===== config.mk =====
export PLATFORM = sky130hd
export DESIGN_NAME = rf_dribbler
export DESIGN_NICKNAME = d
export VERILOG_FILES = /design/src/rtl/rf_dribbler.sv
export SDC_FILE = /design/constraint.sdc
export NUM_CORES = 1
export LEC_CHECK = 0
export ABC_AREA = 1
export BUFFER_PORTS_ARGS = -buffer_cell sky130_fd_sc_hd__buf_2
export CAP_MARGIN = 20
export CORE_ASPECT_RATIO = 0.75
export CORE_MARGIN = 8
export CORE_UTILIZATION = 50
export CTS_CLUSTER_DIAMETER = 150
export DETAILED_ROUTE_END_ITERATION = 16
export GPL_TIMING_DRIVEN = 0
export PLACE_DENSITY_LB_ADDON = 0.15
export SLEW_MARGIN = 25
export SYNTH_ARGS = -nofsm -noshare
export SYNTH_HDL_FRONTEND = slang
export SYNTH_SLANG_ARGS = --single-unit

===== constraint.sdc =====
create_clock -name clk -period 6.8 [get_ports clk]
set_input_delay 1.36 -clock clk [delete_from_list [all_inputs] [get_ports clk]]
set_output_delay 1.36 -clock clk [all_outputs]
set_load 0.02 [all_outputs]

===== src/rtl/rf_dribbler.sv =====
// Stack-cache dribbler: spills the bottom register-file entry to memory when the
// cache is too full and fills the entry below bottom from memory when it is too empty.
module rf_dribbler #(
  parameter int HI_MARK = 48,
  parameter int LO_MARK = 8,
  parameter int SCNT_W  = 16
) (
  input  logic        clk,
  input  logic        reset,
  input  logic [5:0]  optop,
  input  logic        dribble_en,
  input  logic        sc_bot_load,
  input  logic [31:0] sc_bot_addr_in,
  output logic [5:0]  add_c,
  input  logic [31:0] do_c,
  output logic [5:0]  add_e,
  output logic [31:0] di_e,
  output logic        we_e,
  output logic        mem_req,
  output logic        mem_we,
  output logic [31:0] mem_addr,
  output logic [31:0] mem_wdata,
  input  logic        mem_ack,
  input  logic [31:0] mem_rdata,
  output logic [5:0]  bottom,
  output logic        busy
);

  typedef enum logic [2:0] {
    IDLE   = 3'd0,
    SP_RD  = 3'd1,
    SP_REQ = 3'd2,
    FL_REQ = 3'd3,
    FL_WR  = 3'd4
  } state_t;

  localparam logic [5:0]        HI6      = 6'(HI_MARK);
  localparam logic [5:0]        LO6      = 6'(LO_MARK);
  localparam logic [SCNT_W-1:0] SCNT_MAX = {SCNT_W{1'b1}};

  state_t            state, next_state;
  logic [5:0]        occ;
  logic [31:0]       bot_addr;
  logic [SCNT_W-1:0] spilled;
  logic              start_spill, start_fill;

  // occupancy wraps mod 64 with the 6-bit subtraction
  assign occ         = optop - bottom;
  assign start_spill = dribble_en && (occ > HI6);
  assign start_fill  = dribble_en && (occ < LO6) && (spilled != '0);

  assign we_e = (state == FL_WR);
  assign busy = (state != IDLE);

  always_ff @(posedge clk) begin
    if (reset) state <= IDLE;
    else       state <= next_state;
  end

  always_comb begin
    next_state = state;
    case (state)
      IDLE: begin
        if (sc_bot_load)      next_state = IDLE;
        else if (start_spill) next_state = SP_RD;
        else if (start_fill)  next_state = FL_REQ;
      end
      SP_RD:   next_state = SP_REQ;
      SP_REQ:  if (mem_ack) next_state = IDLE;
      FL_REQ:  if (mem_ack) next_state = FL_WR;
      FL_WR:   next_state = IDLE;
      default: next_state = IDLE;
    endcase
  end

  // add_c is registered on the way into SP_RD so do_c is valid during SP_RD
  always_ff @(posedge clk) begin
    if (reset) begin
      bottom    <= '0;
      bot_addr  <= '0;
      spilled   <= '0;
      add_c     <= '0;
      add_e     <= '0;
      di_e      <= '0;
      mem_req   <= 1'b0;
      mem_we    <= 1'b0;
      mem_addr  <= '0;
      mem_wdata <= '0;
    end else begin
      case (state)
        IDLE: begin
          if (sc_bot_load) begin
            bottom   <= optop;
            bot_addr <= sc_bot_addr_in;
            spilled  <= '0;
          end else if (start_spill) begin
            add_c <= bottom;
          end else if (start_fill) begin
            mem_req  <= 1'b1;
            mem_we   <= 1'b0;
            mem_addr <= bot_addr + 32'd4;
          end
        end
        SP_RD: begin
          mem_wdata <= do_c;
          mem_addr  <= bot_addr;
          mem_we    <= 1'b1;
          mem_req   <= 1'b1;
        end
        SP_REQ: begin
          if (mem_ack) begin
            mem_req  <= 1'b0;
            bottom   <= bottom + 6'd1;
            bot_addr <= bot_addr - 32'd4;
            if (spilled != SCNT_MAX) spilled <= spilled + 1'b1;
          end
        end
        FL_REQ: begin
          if (mem_ack) begin
            mem_req <= 1'b0;
            di_e    <= mem_rdata;
            add_e   <= bottom - 6'd1;
          end
        end
        FL_WR: begin
          bottom   <= bottom - 6'd1;
          bot_addr <= bot_addr + 32'd4;
          if (spilled != '0) spilled <= spilled - 1'b1;
        end
        default: ;
      endcase
    end
  end

endmodule


==> results of run 1 <==
metal layers:
metal | global-route usage, % | up-vias | wire, um
met5 | 0 | - | 0
met4 | 11.0 | 0 | 1030
met3 | 8.52 | 79 | 3910
met2 | 44.9 | 544 | 16000
met1 | 39.2 | 5136 | 15700
li1 | - | 5511 | -
sequential cells by signal, indices dropped and copies added (netlist names):
name,flops
state,3
mem_we,1
add_e,6
mem_wdata,32
bot_addr,32
mem_addr,32
di_e,32
bottom,6
spilled,16
add_c,6
mem_req,1
worst max-delay path: stages, from the launching register on:
cell and delay, ns:
dfxtp_1 0.36, nor3_4 0.40, clkbuf_1 0.55, buf_2 0.65, buf_2 0.28
where the power goes:
| group | leakage, nW | switching [mW] | internal, mW | total, mW |
|---|---|---|---|---|
| Sequential | 1.37 | 0.142 | 1.15 | 1.29 |
| Clock | 0.310 | 0.505 | 0.541 | 1.05 |
| Combinational | 4.26 | 1.16 | 0.466 | 1.63 |
| Total | 5.94 | 1.81 | 2.16 | 3.96 |
cell families after synthesis:
logic type                 synth area share, %
AOI/OAI and AO/OA                         15.8
xor gates and xnor gates                  2.07
adders and majority gates                 3.37
buffers and inverters                     8.65
DFF                                       34.4
and+or+nand+nor                           35.7
final timing paths:
check	from	slack [ns]	endpoint
min	mem_req	0.46	mem_req
min reg2reg	mem_req	0.46	mem_req
max reg2reg	state[0]	3.26	spilled[11]
max	state[0]	2.74	we_e
metrics by stage:
stage	utilization, %	setup slack [ns]	area (um2)	std cells	total power [mW]
6_report	61.4	2.74	11800	2045	3.96
5_1_grt	61.4	2.66	11800	2045	4.18
4_1_cts	61.4	2.78	11800	2045	3.94
3_5_place_dp	58.0	3.11	11200	2013	2.89
3_3_place_gp	58.0	3.14	11200	2013	2.87
2_1_floorplan	-	3.58	9720	1537	2.33
cell usage after synthesis (6+ instances only):
master,instances
nand3_1,139
inv_2,6
nor3_1,24
dfxtp_1,167
nand2_1,343
o211ai_1,8
inv_1,128
nor2_2,6
a31oi_1,12
buf_2,19
a21oi_1,88
nor2_1,284
or2_2,7
xor2_1,20
o21ai_0,147
clkbuf_1,39
a41oi_1,7
nand4_1,14
ha_1,23
area by class of cell:
cell class | instances | area, um2 | share of cell area, %
Multi-Input combinational cell | 1162 | 5530 | 46.9
Sequential cell | 167 | 3340 | 28.3
Timing Repair Buffer | 223 | 1120 | 9.46
Inverter | 138 | 518 | 4.39
Clock buffer | 17 | 425 | 3.61
Buffer | 70 | 323 | 2.74
Tap cell | 253 | 317 | 2.68
Clock inverter | 15 | 220 | 1.87
==> impl_metrics.toml, run 1 <==
[synth]
syn_area_um2 = 9720
synth_cells = 1537
ys_warn_count = 0
synth-edff-count = 0
synth_seq_cells = 167
synth_nets = 1669
synth_top_flop_cell = "dfxtp_1"
synth_seq_area_share_pct = 34.4
synth_area_leaders = "dfxtp_1 (34%), nand2_1 (13%), nor2_1 (11%)"
synthArstFlopShare_pct = 0
synth_top_area_cell = "dfxtp_1"
ys_types = 44
synth_top_area_share_pct = 34.4
avgSynthCellArea_um2 = 6.32

[grt]
grt_pass1_vias = 10500
grt_pass1_wl_um = 56200
antenna_found_initial = 0
globalRoute.totalOverflow = 0
grt_start_max_net_pins = 26
grt_use_total_pct = 29.6

[timing]
tightest_slew_ns = 0.863
finalCriticalPeriod_ns = 4.06
grt_setup_unrepaired = "false"
setup_viol = 0
maxSlewViolCount = 0
hold_viol_final = 0
timing.slew.headroom_pct = 42.5
max_freq_mhz = 246
fin_skew_ns = 0.0149
holdWs_ns = 0.457
finalCritPeriodShare_pct = 59.7
tns_ns = 0

[clocking]
postCtsSetupBuffers = 0
numCtsBuffers = 17
clock-sinks = 167
cts-root-buf = "clkbuf_16"
clkTransAtPathRegs_ns = 0.08
cts_tree = "built"
clockBufferDepth = 2
htree_levels = 4
clock_latency_ns = 0.45
ctsResizeCount = 0
cts_hold_buf = 0

[routing]
drt_pass1_iterations = 7
viasPerCell = 5.51
drc_errors = 0
drt_iter0_drc = 1137
drt_wl_total_um = 36600
vias = 11300
post_drt_wl_per_cell_um = 17.9
antenna_left = 0

[floorplanning]
boundaryPins = 225
dieWidth_um = 177
die_area_um2 = 24200
rows = 44
core_area_um2 = 19200
die_h_um = 137
start_util_pct = 50.6

[power]
ir_worst_vdd_mv = 0.191
power_density_nw_per_um2 = 336
p_leak_nw = 5.94

[worst_setup_path]
worst_ep_required_time_ns = 5.44
crit_type = "reg -> out"
cp_max_fo = 25
reg2reg_depth = 12
crit_path_end_kind = "output port"
cp.arrival_ns = 2.70
start_kind = "flop"

[worst_hold_path]
hold_path.class = "reg -> reg"
hold_depth = 2

[placement]
gp_congestion = 1.02
hpwl_um = 28200
portBuffers = 223

[finish]
final_common_cell = "nand2_1"
fin_nets = 1911
final_cell_mix = "nand2_1 (343), nor2_1 (284), buf_2 (242)"
insertedDiodeCount = 0
syn2layout_area_growth_pct = 21.4
fill_cells = 1934
drive_above_1_share_pct = 17.5

[flow_run]
cap_violations = 0

[run_status]
status = "complete, no violations"
(Power assumes the default switching activity.)
==> run 2, diff against run 1 <==
- ABC_AREA: 1 -> 0
- clock period: 6.8 -> 3.55 ns (I/O delays scaled with it)
==> run 2 against run 1 <==
- register-to-register slack worse by 3.0 ns
- synthesized cell count is 18% lower
- final area is 0.88% higher
- sequential share of layout area is 0.25 points lower
- hold slack worse by 0.0047 ns
==> impl_metrics.toml, run 2 <==
[synth]
syn_area_um2 = 9870
synth_top_area_cell = "dfxtp_1"
avgSynthCellArea_um2 = 7.83
ys_warn_count = 0
yosysMostFrequentCell = "nand2_1"
synth_compound_area_share_pct = 20.1
synth_common_cells = "nand2_1 (196), dfxtp_1 (167), a21oi_1 (131), nor2_1 (100), clkbuf_1 (70)"
synth_top_family_by_area = "simple AND/OR/NAND/NOR gates"
synthMuxAreaShare_pct = 4.82
synth-edff-count = 0
synth_area_leaders = "dfxtp_1 (34%), nand2_1 (7.5%), a21oi_1 (6.6%)"
synth_xor_area_share_pct = 4.53
synth_cells = 1260
synth_nets = 1392
synth_simple_gate_area_share_pct = 27.5
synthArstFlopShare_pct = 0
synth_seq_area_share_pct = 33.9
synthAdderAreaFrac_pct = 3.32
synth_top_flop_cell = "dfxtp_1"
synth_seq_cells = 167
synth_top_area_share_pct = 33.9
ys_types = 93

[floorplanning]
boundaryPins = 225
start_util_pct = 50.9
core_area_um2 = 19400
rows = 44
die_area_um2 = 24500
dieWidth_um = 178
die_h_um = 138

[routing]
post_drt_wl_per_cell_um = 20.2
viasPerCell = 5.91
drc_errors = 0
antenna_left = 0
vias = 10400
drt_pass1_iterations = 6
drt_iter0_drc = 1317
drt_wl_total_um = 35800

[clocking]
clock_latency_ns = 0.44
ctsResizeCount = 3
cts-root-buf = "clkbuf_16"
cts_hold_buf = 0
cts_tree = "built"
numCtsBuffers = 17
clkTransAtPathRegs_ns = 0.08
clockBufferDepth = 2
htree_levels = 4
postCtsSetupBuffers = 0
clock-sinks = 167

[placement]
portBuffers = 223
hpwl_um = 26500
dp_slack_ns = -0.259
gp_congestion = 0.970
dp.cells = 1736

[timing]
hold_viol_final = 0
setup_slack_ns = 0.272
finalCritPeriodShare_pct = 92.3
finalCriticalPeriod_ns = 3.28
max_freq_mhz = 305
setup_viol = 0
tightest_slew_ns = 0.955
tns_ns = 0
maxSlewViolCount = 0
holdWs_ns = 0.453
fin_skew_ns = 0.0133
grt_setup_unrepaired = "false"
timing.slew.headroom_pct = 36.0

[worst_setup_path]
cpPeakStageDelay_ns = 0.47
r2r-end = "spilled[12]"
timing.rr.start = "state[0]"
crit_path_end_kind = "flop"
reg2reg_depth = 10
crit_type = "reg -> reg"
cp_cell_sequence = "buf_2, or3b_4, clkinv_4, buf_8, ha_1, a2111o_1, or2_2, a221o_1, xnor2_1, o41ai_1"
cp_max_fo = 25
cp.arrival_ns = 3.60
start_kind = "flop"
worstSetupStartpoint = "state[0]"
crit_slowest_cell = "or3b_4"
critPathTopFamily = "compound AO/OA/AOI/OAI gates"
crit_buf_inv = 3
worst_ep_required_time_ns = 3.88
r2r_setup_slack_ns = 0.27

[finish]
fill_cells = 1829
syn2layout_area_growth_pct = 20.6
final_cell_mix = "buf_2 (244), nand2_1 (196), dfxtp_1 (167)"
drive_above_1_share_pct = 23.3
instances_no_fill = 1767
final_common_cell = "buf_2"
fin_nets = 1632

[flow_run]
cap_violations = 0

[grt]
grt_pass1_vias = 9658
grt_pass1_wl_um = 54000
grt_use_total_pct = 28.0
grt_start_max_net_pins = 26
globalRoute.totalOverflow = 0
antenna_found_initial = 1

[worst_hold_path]
hold_path.class = "reg -> reg"
whs_endpoint = "di_e[7]"
hp-start = "di_e[7]"
hold_depth = 2

[power]
ir_worst_vdd_mv = 0.307
power_density_nw_per_um2 = 391
p_leak_nw = 5.08

[run_status]
status = "complete, no violations"
run 2: changes by cell type in the layout (fill, tap and decap cells not counted), sizes merged, moves of 28 or more:
cell / change
a21oi: +43
inv: -113
xnor2: +32
nor2b: +33
nand3: -97
nand2: -152
nor2: -192
mux2: +28
clkbuf: +30
o21ai: -90
run 2: area by class of cell:
| class | count | area, um2 | area share (%) |
|---|---|---|---|
| clock buffers | 18 | 439 | 3.69 |
| inverters | 20 | 80.1 | 0.673 |
| repair buffers | 223 | 1120 | 9.38 |
| multi-input cells | 965 | 5950 | 50.0 |
| clock inverters | 14 | 149 | 1.25 |
| well taps | 253 | 317 | 2.66 |
| plain buffers | 106 | 504 | 4.24 |
| diodes | 1 | 2.50 | 0.0210 |
| flip-flops and latches | 167 | 3340 | 28.1 |
run 2: report_power, final:
| group | switching, mW | internal [mW] |
|---|---|---|
| registers | 0.0430 | 1.92 |
| clock network | 0.924 | 0.960 |
| logic | 0.527 | 0.275 |
run 2: kinds of logic (layout without fill, tap and decap cells):
kind of cell	Yosys count	in the layout
simple gates	530	530
compound gates	315	315
flops	167	167
buf+inv	128	381
xor+xnor	51	51
mux	44	44
fa+ha+maj	25	25
other cells	0	1
run 2: worst max-delay path by stage:
| stage | slack [ns] | endpoint | cells past startpoint |
|---|---|---|---|
| final | 0.27 | spilled[12] | 10 |
| after global routing | 0.14 | spilled[12] | 11 |
| after CTS | 0.01 | spilled[12] | 11 |
| after detailed placement | -0.26 | spilled[13] | 13 |
| after global placement | -0.22 | spilled[13] | 13 |
| after floorplan | 0.31 | spilled[12] | 12 |
run 2: worst reg2reg max path: stages (launching register included):
cell,delay (ns)
dfxtp_1,0.30
buf_2,0.16
or3b_4,0.47
clkinv_4,0.18
buf_8,0.26
ha_1,0.34
a2111o_1,0.44
or2_2,0.29
a221o_1,0.31
xnor2_1,0.14
o41ai_1,0.26
run 2: metrics by stage:
| stage | instance area, um2 | power (mW) | util (%) |
|---|---|---|---|
| final | 11900 | 4.65 | 61.4 |
| after global routing | 11900 | 4.80 | 61.4 |
| after floorplan | 9870 | 2.52 | - |
| after detailed placement | 11300 | 2.78 | 58.3 |
| after global placement | 11300 | 2.78 | 58.3 |
| after CTS | 11900 | 4.64 | 61.4 |
run 2: per-layer routing:
| metal | vias up | track usage [%] | share of wire, % | wire, um |
|---|---|---|---|---|
| li1 | 4957 | - | - | - |
| met3 | 79 | 7.59 | 11 | 3800 |
| met5 | - | 0 | 0 | 0 |
| met2 | 551 | 41.6 | 43 | 15400 |
| met1 | 4850 | 38.6 | 44 | 15700 |
| met4 | 0 | 9.67 | 2.6 | 925 |
